==> src/rtl/cmac_link_ctrl.sv <==
// cmac_link_ctrl: brings up a CMAC link and keeps it up.
//   Waits for RX alignment after enable, retries with a reset request and a
//   holdoff when alignment does not arrive in time, drops back to waiting
//   (with remote-fault indication) when alignment is lost.
// Optional feature macro: CMAC_LINK_STATS_EN enables the link-up / timeout
//   statistics counters; when undefined the counter ports read 0.
// Ports:
//   clk, resetn          clock, synchronous active-low reset
//   enable               link enable (clk domain)
//   stat_rx_aligned      CMAC RX alignment (asynchronous)
//   stats_clear          one-cycle pulse, clears statistics
//   ctl_rx_enable        CMAC RX enable
//   ctl_tx_enable        CMAC TX enable
//   ctl_tx_send_rfi      CMAC remote-fault indication
//   link_up              link established
//   reset_req            one-cycle CMAC/datapath reset request
//   state                current state (IDLE=0, WAIT_ALIGN=1, UP=2, HOLDOFF=3)
//   linkup_count         saturating count of link-up events
//   timeout_count        saturating count of alignment timeouts
module cmac_link_ctrl #(
    parameter int unsigned CLK_HZ           = 250000000,
    parameter int unsigned ALIGN_TIMEOUT_MS = 10,
    parameter int unsigned HOLDOFF_USECS    = 100
) (
    input  logic        clk,
    input  logic        resetn,
    input  logic        enable,
    input  logic        stat_rx_aligned,
    input  logic        stats_clear,
    output logic        ctl_rx_enable,
    output logic        ctl_tx_enable,
    output logic        ctl_tx_send_rfi,
    output logic        link_up,
    output logic        reset_req,
    output logic [1:0]  state,
    output logic [15:0] linkup_count,
    output logic [15:0] timeout_count
);

    localparam int unsigned TIMER_W        = 32;
    localparam int unsigned CNT_W          = 16;
    localparam int unsigned TIMEOUT_CYCLES = (CLK_HZ / 1000) * ALIGN_TIMEOUT_MS;
    localparam int unsigned HOLDOFF_CYCLES = (CLK_HZ / 1000000) * HOLDOFF_USECS;

    typedef enum logic [1:0] {
        ST_IDLE       = 2'd0,
        ST_WAIT_ALIGN = 2'd1,
        ST_UP         = 2'd2,
        ST_HOLDOFF    = 2'd3
    } state_t;

    // Moore output decode, packed as {rx_enable, tx_enable, send_rfi, link_up}
    function automatic logic [3:0] ctl_decode(input state_t s);
        case (s)
            ST_WAIT_ALIGN: ctl_decode = 4'b1010;
            ST_UP:         ctl_decode = 4'b1101;
            default:       ctl_decode = 4'b0000;
        endcase
    endfunction

    logic               r_sync1;
    logic               r_aligned_s;
    state_t             r_state;
    logic [TIMER_W-1:0] r_timer;
    logic               r_reset_req;
    logic [3:0]         r_ctl;

    // Alignment synchroniser plus link FSM; ctl outputs are registered from the next state
    always_ff @(posedge clk) begin
        if (!resetn) begin
            r_sync1     <= 1'b0;
            r_aligned_s <= 1'b0;
            r_state     <= ST_IDLE;
            r_timer     <= '0;
            r_reset_req <= 1'b0;
            r_ctl       <= ctl_decode(ST_IDLE);
        end else begin
            r_sync1     <= stat_rx_aligned;
            r_aligned_s <= r_sync1;
            r_reset_req <= 1'b0;
            if (!enable) begin
                r_state <= ST_IDLE;
                r_ctl   <= ctl_decode(ST_IDLE);
            end else begin
                case (r_state)
                    ST_IDLE: begin
                        r_state <= ST_WAIT_ALIGN;
                        r_ctl   <= ctl_decode(ST_WAIT_ALIGN);
                        r_timer <= TIMER_W'(TIMEOUT_CYCLES);
                    end
                    ST_WAIT_ALIGN: begin
                        // alignment wins over a same-cycle timeout
                        if (r_aligned_s) begin
                            r_state <= ST_UP;
                            r_ctl   <= ctl_decode(ST_UP);
                        end else if (r_timer == '0) begin
                            r_state     <= ST_HOLDOFF;
                            r_ctl       <= ctl_decode(ST_HOLDOFF);
                            r_reset_req <= 1'b1;
                            r_timer     <= TIMER_W'(HOLDOFF_CYCLES);
                        end else begin
                            r_timer <= r_timer - TIMER_W'(1);
                        end
                    end
                    ST_UP: begin
                        if (!r_aligned_s) begin
                            r_state <= ST_WAIT_ALIGN;
                            r_ctl   <= ctl_decode(ST_WAIT_ALIGN);
                            r_timer <= TIMER_W'(TIMEOUT_CYCLES);
                        end
                    end
                    ST_HOLDOFF: begin
                        if (r_timer == '0) begin
                            r_state <= ST_WAIT_ALIGN;
                            r_ctl   <= ctl_decode(ST_WAIT_ALIGN);
                            r_timer <= TIMER_W'(TIMEOUT_CYCLES);
                        end else begin
                            r_timer <= r_timer - TIMER_W'(1);
                        end
                    end
                    default: begin
                        r_state <= ST_IDLE;
                        r_ctl   <= ctl_decode(ST_IDLE);
                    end
                endcase
            end
        end
    end

    assign ctl_rx_enable   = r_ctl[3];
    assign ctl_tx_enable   = r_ctl[2];
    assign ctl_tx_send_rfi = r_ctl[1];
    assign link_up         = r_ctl[0];
    assign reset_req       = r_reset_req;
    assign state           = r_state;

`ifdef CMAC_LINK_STATS_EN
    logic             w_linkup_evt;
    logic             w_timeout_evt;
    logic [CNT_W-1:0] r_linkup_count;
    logic [CNT_W-1:0] r_timeout_count;

    // Same conditions the FSM uses for WAIT_ALIGN->UP and for a reset request
    assign w_linkup_evt  = enable && (r_state == ST_WAIT_ALIGN) && r_aligned_s;
    assign w_timeout_evt = enable && (r_state == ST_WAIT_ALIGN) && !r_aligned_s
                           && (r_timer == '0);

    // Saturating statistics; clear wins over a same-cycle increment
    always_ff @(posedge clk) begin
        if (!resetn || stats_clear) begin
            r_linkup_count  <= '0;
            r_timeout_count <= '0;
        end else begin
            if (w_linkup_evt && (r_linkup_count != {CNT_W{1'b1}}))
                r_linkup_count <= r_linkup_count + CNT_W'(1);
            if (w_timeout_evt && (r_timeout_count != {CNT_W{1'b1}}))
                r_timeout_count <= r_timeout_count + CNT_W'(1);
        end
    end

    assign linkup_count  = r_linkup_count;
    assign timeout_count = r_timeout_count;
`else
    logic w_unused_stats_clear;

    assign w_unused_stats_clear = stats_clear;
    assign linkup_count         = CNT_W'(0);
    assign timeout_count        = CNT_W'(0);
`endif

endmodule

==> config.mk <==
export PLATFORM = sky130hd
export DESIGN_NAME = cmac_link_ctrl
export DESIGN_NICKNAME = d
export VERILOG_FILES = /design/src/rtl/cmac_link_ctrl.sv
export SDC_FILE = /design/constraint.sdc
export NUM_CORES = 1
export LEC_CHECK = 0
export CELL_PAD_IN_SITES_DETAIL_PLACEMENT = 2
export CELL_PAD_IN_SITES_GLOBAL_PLACEMENT = 2
export CORE_MARGIN = 3
export CORE_UTILIZATION = 33
export DETAILED_ROUTE_END_ITERATION = 8
export GPL_ROUTABILITY_DRIVEN = 0
export PLACE_DENSITY_LB_ADDON = 0.1
export SYNTH_ARGS = -nofsm -noshare
export SYNTH_HDL_FRONTEND = slang
export SYNTH_SLANG_ARGS = --single-unit
==> constraint.sdc <==
create_clock -name clk -period 4.75 [get_ports clk]
set_input_delay 0.95 -clock clk [delete_from_list [all_inputs] [get_ports clk]]
set_output_delay 0.95 -clock clk [all_outputs]
set_load 0.02 [all_outputs]
### Word-level counts from Yosys, hierarchy flattened

Index checks and enable logic that the tools add are counted.

| operators by class | value |
|---|---|
| reductions and logical operators | 6 |
| multiplexer cells | 16 |
| $lt $le $gt $ge | 0 |
| multiply operators | 0 |
| divide/modulo/power cells | 0 |
| bitwise operators | 3 |
| add/subtract/negate cells | 1 |
| equal/unequal tests | 7 |
| shift-type cells | 0 |

Operator list:

| operator | number |
|---|---|
| two-way mux 32 bit | 4 |
| one-hot mux 32 bit (4 select lines) | 1 |
| zero test 32 bit | 1 |
| subtractor 32 x 1 -> 32 bit (second input constant) | 1 |
| two-way mux 4 bit | 4 |
| one-hot mux 4 bit (4 select lines) | 1 |
| two-way mux 2 bit | 4 |
| one-hot mux 2 bit (4 select lines) | 1 |
| != test 2 bit (second input constant) | 3 |
| AND reduction 3 bit | 2 |
| == test 2 bit (second input constant) | 2 |
| OR reduction 4 bit | 1 |
| != test 3 bit (second input constant) | 1 |
| inverter 1 bit | 3 |
| == test 2 x 1 -> 1 bit (second input constant) | 1 |
| zero test 2 bit | 1 |
| AND reduction 2 bit | 1 |
| two-way mux 1 bit | 1 |

| storage, ports and cells | value |
|---|---|
| memories kept | 0 |
| memory bits (read-only) | 0 |
| register bits | 41 |
| word-level logic and storage cells | 39 |
| latch bits | 0 |
| input port bits | 5 |
| memory bits (writable) | 0 |

### Logic depth before layout (Yosys ltp)

Gate-level depths: netlist of run 1.

| logic depth | value |
|---|---|
| depth after elaboration | 4 |
| gate-level depth with buffers | 9 |
| depth with buffers taken out | 7 |

### Worst setup path before layout of run 1

OpenSTA, ideal clock, no wires.

| timing path | value |
|---|---|
| path type | register -> register |
| start point | reg r_timer[20] |
| end point | reg r_timer[10] |
| required time | 4.619 ns |
| buffers on the path | 1 |
| data arrival time | 1.922 ns |
| period minus slack after synthesis | 2.053 ns |
| setup time | 0.131 ns |
| slack | 2.697 ns |
| stages on the path, launching flop included | 7 |
| cells stage by stage | dfxtp_1 or3_1 buf_2 or4_4 or4_1 nand3_1 a31oi_1 |

| between the ends | value |
|---|---|
| longest elaborated chain between the ends | 4 |
| elaborated cells between the ends (all ways) | 5 |
| classes of those cells | mux (4); reduce/logical (1) |

Ends and longest elaborated chain:

| item | RTL line | RTL |
|---|---|---|
| start, declared | 64 | `logic [TIMER_W-1:0] r_timer;` |
| start signal, assigned | 89 | `r_timer <= TIMER_W'(TIMEOUT_CYCLES);` |
| start signal, assigned | 100 | `r_timer <= TIMER_W'(HOLDOFF_CYCLES);` |
| start signal, assigned | 102 | `r_timer <= r_timer - TIMER_W'(1);` |
| zero test 32 bit * | 96, 113 |  |
| two-way mux 32 bit | 96 | `end else if (r_timer == '0) begin` |
| two-way mux 32 bit | 93 | `if (r_aligned_s) begin` |
| one-hot mux 32 bit (4 select lines) * | 85 | `case (r_state)` |

Every way passes the cells marked *; elsewhere a longest branch is shown, timed or not. The select of a mux whose other input is x is not followed.
A chain may end at the register's enable or synchronous reset.

### Worst setup path after layout of run 1

| timing path | value |
|---|---|
| start point | reg r_timer[0] |
| end point | reg r_timer[28] |

| between the ends | value |
|---|---|
| longest elaborated chain between the ends | 4 |
| elaborated cells between the ends (all ways) | 6 |
| classes of those cells | add/sub (1); mux (4); reduce/logical (1) |

Ends and longest elaborated chain:

| item | RTL line |
|---|---|
| subtractor 32 x 1 -> 32 bit or zero test 32 bit (tied branches) | - |
| two-way mux 32 bit | 96 |
| two-way mux 32 bit | 93 |
| one-hot mux 32 bit (4 select lines) * | 85 |

Marked as above.

==> results.toml, run 1 <==
[power]
vdd_drop_max_mv = 0.1154
p_leak_uw = 0.0009155
power_density_nw_per_um2 = 352.6
clkPwrFrac = 0.331
p_comb_frac = 0.224
power_frac_seq = 0.444
switching_share = 0.3262
p_sw_uw = 277.2
p_int_uw = 572.5

[logic_synthesis]
syn-cell-area_um2 = 2275
synth_top_cells_by_area = "dfxtp_1 (35%), buf_4 (11%), nor2_1 (5.9%)"
ys_ff_latch = 40
synthArstFlopShare = 0
yosysWarnings = 0
avgSynthCellArea_um2 = 8.272
synth_ff_type = "dfxtp_1"
yosysSeqAreaShare = 0.3520
yosysTopAreaCellShare = 0.3520
yosys.cell_types.count = 50
synth_top_area_cell = "dfxtp_1"
synth_edf_count = 0
synth_cells = 275

[hold_path]
min_to = "r_aligned_s$_SDFF_PN0_"
holdPathStages = 1
hp-class = "flop to flop"
min_from = "r_sync1$_SDFF_PN0_"

[timing]
finalClockSkew_ps = 9.335
tightest_slew_ps = 991.4
setup_viol = 0
clock.fmax_ghz = 0.3475
min_period_ps = 2877
slew_headroom = 0.3391
fin_crit_sh = 0.6058
hold_viol = 0
finalSetupTns_ps = 0
final-max-slew-violation-count = 0
rsz0062_at_grt = "no"

[detailed_routing]
wl_per_cell_um = 16.74
viasPerCell = 5.430
antenna_left = 0
drtIter0Drc = 37
vias = 1944
totalWireLength_um = 5994
drc = 0
drt_pass1_iterations = 4

[critical_path]
arrival_ps = 3030
critPathMaxStageDelay_ps = 830
crit_path_end_kind = "flop"
r2r-end = "r_timer[28]$_SDFFE_PN0P_"
critPathSlowestCell = "o21ai_2"
r2r_cells = 7
r2r_start = "r_timer[0]$_SDFFE_PN0P_"
regToRegSetupSlack_ps = 1870
crit_path_start = "r_timer[0]$_SDFFE_PN0P_"
crit_family = "compound AO/OA/AOI/OAI gates"
cp_max_fo = 22
startpoint_type = "flop"
required_ps = 4900
path_class = "flop to flop"
cp_num_buf_inv = 1
cp.depth = 7
crit_chain = "inv_1, ha_1, nor3b_1, and3_1, a31oi_1, o21ai_2, nor2_1"

[layout]
nets = 286
fin_cells = 358
drive_gt1_frac = 0.08541
area_growth_pct = 5.941
diodes = 0
final_cell_area_um2 = 2410
fillers = 796

[global_route]
grt_overflow = 0
track_usage = 0.1630
antenna_found_initial = 0
grt_max_degree = 25
grt_pass1_wl_um = 10030
grt_pass1_vias = 1982

[clocking]
clock-root-buffer = "clkbuf_8"
tritoncts.num_buffers = 5
clockBufferDepth = 2
cts_hold_buffers = 0
cts_setup_buffers = 0
post_cts_resized = 0
cts.sinks = 40
worstSkewPairLatency_ps = 300
cts_tree = "done"
cts_max_level = 2
clk_pin_slew_ps = 80

[status]
status = "finished, final reports clean"

[placement]
place_inst = 350
dp_hpwl_um = 4190
placed_cell_area_um2 = 2302
port_buffers = 10

[die]
io_pins = 44
dieHeight_um = 89.03
die_w_um = 89.03
start_util = 0.3483
rows = 29
fp.coreArea_um2 = 6531
dieArea_um2 = 7925

[flow_run]
max_cap_viol_count = 0
## cell type report
class                   instances  area, µm²  area share
clock buffers                   6      72.57     0.03011
clock inverters                 2      35.03     0.01454
inverters                       5      18.77    0.007788
multi-input cells             216       1271      0.5275
flip-flops and latches         40      800.8      0.3323
well taps                      77      96.34     0.03998
repair buffers                 12      115.1     0.04777
## per-layer routing
layer / track usage / part of all wire / wire length (µm)
met1: 0.1997 / 0.46 / 2758
met2: 0.2895 / 0.50 / 2980
met3: 0.02765 / 0.033 / 199
met4: 0.05277 / 0.0093 / 56
met5: 0 / 0 / 0
## cell usage in the layout (no fill, tap or decap), types with 2 or more instances in the layout
cell type | Yosys | layout
o21ai_0 | 8 | 8
nand3_1 | 8 | 8
inv_1 | 5 | 5
xor2_1 | 9 | 9
nor3_2 | 2 | 2
a31oi_1 | 6 | 6
o21a_1 | 2 | 2
or4_4 | 2 | 2
o31ai_1 | 3 | 3
a211oi_1 | 2 | 2
or2_2 | 2 | 2
dfxtp_1 | 40 | 40
or4_1 | 5 | 5
xnor2_1 | 11 | 11
nand4_1 | 9 | 9
and2_1 | 2 | 2
nor2_1 | 36 | 36
nor4_1 | 14 | 14
clkbuf_8 | 0 | 5
clkdlybuf4s50_1 | 0 | 10
a21oi_1 | 12 | 12
nand2_1 | 10 | 10
buf_4 | 33 | 2
o221a_2 | 2 | 2
nor4b_1 | 3 | 3
nor3_1 | 8 | 8
conb_1 | 1 | 32
or3_1 | 6 | 6
## worst max path at each step
stage                     slack [ps]                       end
after floorplan                 2700  r_timer[10]$_SDFFE_PN0P_
after global placement          1730   r_timer[1]$_SDFFE_PN0P_
after detailed placement        1710  r_timer[28]$_SDFFE_PN0P_
after CTS                       1690  r_timer[28]$_SDFFE_PN0P_
after global routing            1550  r_timer[26]$_SDFFE_PN0P_
final                           1870  r_timer[28]$_SDFFE_PN0P_
## Yosys cell counts, types with 2 or more instances
cell type  count
a211oi_1       2
nor3_2         2
nor3_1         8
or2_2          2
or4_4          2
nand3_1        8
xnor2_1       11
or4_1          5
o21a_1         2
a21oi_1       12
buf_4         33
o31ai_1        3
nor2_1        36
o21ai_0        8
a31oi_1        6
xor2_1         9
or3_1          6
buf_2          6
clkbuf_1       6
nor4_1        14
o221a_2        2
inv_1          5
and2_1         2
nand4_1        9
nor4b_1        3
nand2_1       10
dfxtp_1       40
## power groups by stage
| stage | Combinational, µW | Sequential [µW] | Clock (µW) |
|---|---|---|---|
| final | 191 | 378 | 282 |
| after global routing | 215 | 382 | 305 |
| after CTS | 192 | 378 | 296 |
| after detailed placement | 190 | 385 | 0 |
| after global placement | 188 | 385 | 0 |
| after floorplan | 170 | 378 | 0 |
## per-stage QoR
stage          total power (µW)  utilization  setup WS [ps]  hold WS, ps
2_1_floorplan             547.6            -           2697        411.9
3_3_place_gp              572.1       0.3525           1733        417.9
3_5_place_dp              575.7       0.3525           1707        437.4
4_1_cts                   865.3       0.3690           1690        455.3
5_1_grt                   901.3       0.3690           1552        461.1
6_report                  849.6       0.3690           1873        444.8
## state kept, by name (all words and copies together), names as in the netlist
register and count:
r_timer 32, r_ctl 3, state 2, r_aligned_s 1, r_sync1 1, reset_req 1
## logic make-up after synthesis
group,synth area share
buffers and inverters,0.1403
other,0.001649
muxes,0.004950
AOI/OAI and AO/OA,0.1419
and+or+nand+nor,0.2767
adders and majority gates,0.005500
xor gates and xnor gates,0.07701
DFF,0.3520
No activity file was read; power rests on OpenSTA's default activity.
==> inputs of run 2 (changes only) <==
CORE_UTILIZATION = 30   (was 33)
clock period = 2.7 ns   (was 4.75 ns; I/O delays follow)
==> run 2 against run 1 <==
Combinational power rose by 88%; fmax rose by 28%; non-clock buffer count rose by 9; register-to-register slack got worse by 1400 ps; hold slack improved by 1.8 ps; count of clock-buffer cells in the layout did not move; clock skew fell by 4.8 ps; setup slack got worse by 1400 ps; final cell count rose by 8.7%; utilization fell by 2.8 points; routed wire length rose by 3.9%; critical endpoint is now state[1]$_SDFFE_PN0P_; largest cell class unchanged.
==> results.toml, run 2 (same netlist as run 1, synthesis figures left out) <==
[timing]
final-max-slew-violation-count = 0
rsz0062_at_grt = "no"
finalSetupTns_ps = 0
finalWorstSetupSlack_ps = 452.8
fin_crit_sh = 0.8323
tightest_slew_ps = 524.7
setup_viol = 0
finalClockSkew_ps = 4.577
min_period_ps = 2247
hold_viol = 0
slew_headroom = 0.6475
clock.fmax_ghz = 0.4450

[detailed_routing]
antenna_left = 0
wl_per_cell_um = 16.00
drt_pass1_iterations = 4
vias = 1960
totalWireLength_um = 6225
drc = 0
viasPerCell = 5.039
drtIter0Drc = 43

[hold_path]
min_from = "r_sync1$_SDFF_PN0_"
hp-class = "flop to flop"

[power]
power_density_nw_per_um2 = 582.5
p_leak_uw = 0.0009547
vdd_drop_max_mv = 0.2440

[critical_path]
path_class = "flop to flop"
crit_chain = "or3_1, nor4_2, nand3_2, a221o_1, a31oi_1"
startpoint_type = "flop"
r2r_start = "r_timer[20]$_SDFFE_PN0P_"
crit_family = "simple AND/OR/NAND/NOR gates"
critPathSlowestCell = "or3_1"
crit_path_start = "r_timer[20]$_SDFFE_PN0P_"
required_ps = 2930
arrival_ps = 2480
cp_max_fo = 7
critPathMaxStageDelay_ps = 510
cp_num_buf_inv = 0
crit_path_end_kind = "flop"

[layout]
seq_area_um2 = 800.8
area_growth_pct = 9.461
regMostFlops = "r_timer"
drive_gt1_frac = 0.1172
final_cell_area_um2 = 2490
largest_reg_flops = 32
diodes = 0
nets = 295
fin_cells = 389
final_cell_mix = "dfxtp_1 (40), nor2_1 (36), conb_1 (32)"
mostFrequentLayoutCell = "dfxtp_1"
fillers = 885
multi_input_area_um2 = 1271

[global_route]
grt_pass1_vias = 1960
grt_overflow = 0
grt_max_degree = 20
track_usage = 0.1489
grt_pass1_wl_um = 10270
antenna_found_initial = 0

[clocking]
cts.sinks = 40
worstSkewPairLatency_ps = 290
clk_pin_slew_ps = 80
clockBufferDepth = 2
cts_tree = "done"
cts_setup_buffers = 0
tritoncts.num_buffers = 5
cts_hold_buffers = 0
clock-root-buffer = "clkbuf_8"
post_cts_resized = 0
cts_max_level = 2

[die]
fp.coreArea_um2 = 7292
io_pins = 44
dieHeight_um = 93.08
die_w_um = 93.08
start_util = 0.3119
rows = 31
dieArea_um2 = 8663

[flow_run]
max_cap_viol_count = 0

[placement]
dp_hpwl_um = 4484
place_ws_ps = 460.8
place_inst = 381
port_buffers = 10
placed_cell_area_um2 = 2397

[status]
status = "finished, final reports clean"
==> run 2: cell types whose count changed in the layout (fill, tap and decap cells not counted), sizes merged <==
cell and delta:
buf +9, bufinv -1, clkinv +1
==> run 2: report_power, final <==
part,internal (µW),switching (µW),total [µW]
Clock,204,225,430
Combinational,127,233,360
Sequential,621,39.5,660
==> run 2: worst reg2reg max path, delay by kind of cell, from the launching register on <==
family          cells  cell delay [ps]
compound gates      2              510
flops               1              360
simple gates        3             1310
==> run 2: path summary, 6_finish.rpt <==
check	depth (start not counted)	endpoint	slack, ps
setup / recovery	5	state[1]$_SDFFE_PN0P_	450
hold / removal	1	r_aligned_s$_SDFF_PN0_	450
setup reg to reg	5	state[1]$_SDFFE_PN0P_	450
hold reg to reg	1	r_aligned_s$_SDFF_PN0_	450
==> run 2: per-stage QoR <==
stage	hold slack (ps)	power, µW	utilization
detailed placement	436.1	1035	0.3288
floorplan	411.9	963.4	-
finish	446.6	1450	0.3415
CTS	458.0	1478	0.3415
global placement	419.5	1031	0.3288
global route	468.6	1556	0.3415
==> run 2: routing by layer <==
metal / share of wire / wire, µm / global-route usage
met1: 0.48 / 3002 / 0.1996
met2: 0.48 / 2986 / 0.2478
met3: 0.032 / 198 / 0.03379
met4: 0.0059 / 37 / 0.02564
met5: 0 / 0 / 0
==> run 2: area by class of cell <==
cell class	instances	share of cell area
Inverter	5	0.007538
Clock buffer	6	0.03317
Clock inverter	2	0.004020
Timing Repair Buffer	21	0.07337
Multi-Input combinational cell	216	0.5106
Tap cell	99	0.04975
Sequential cell	40	0.3216
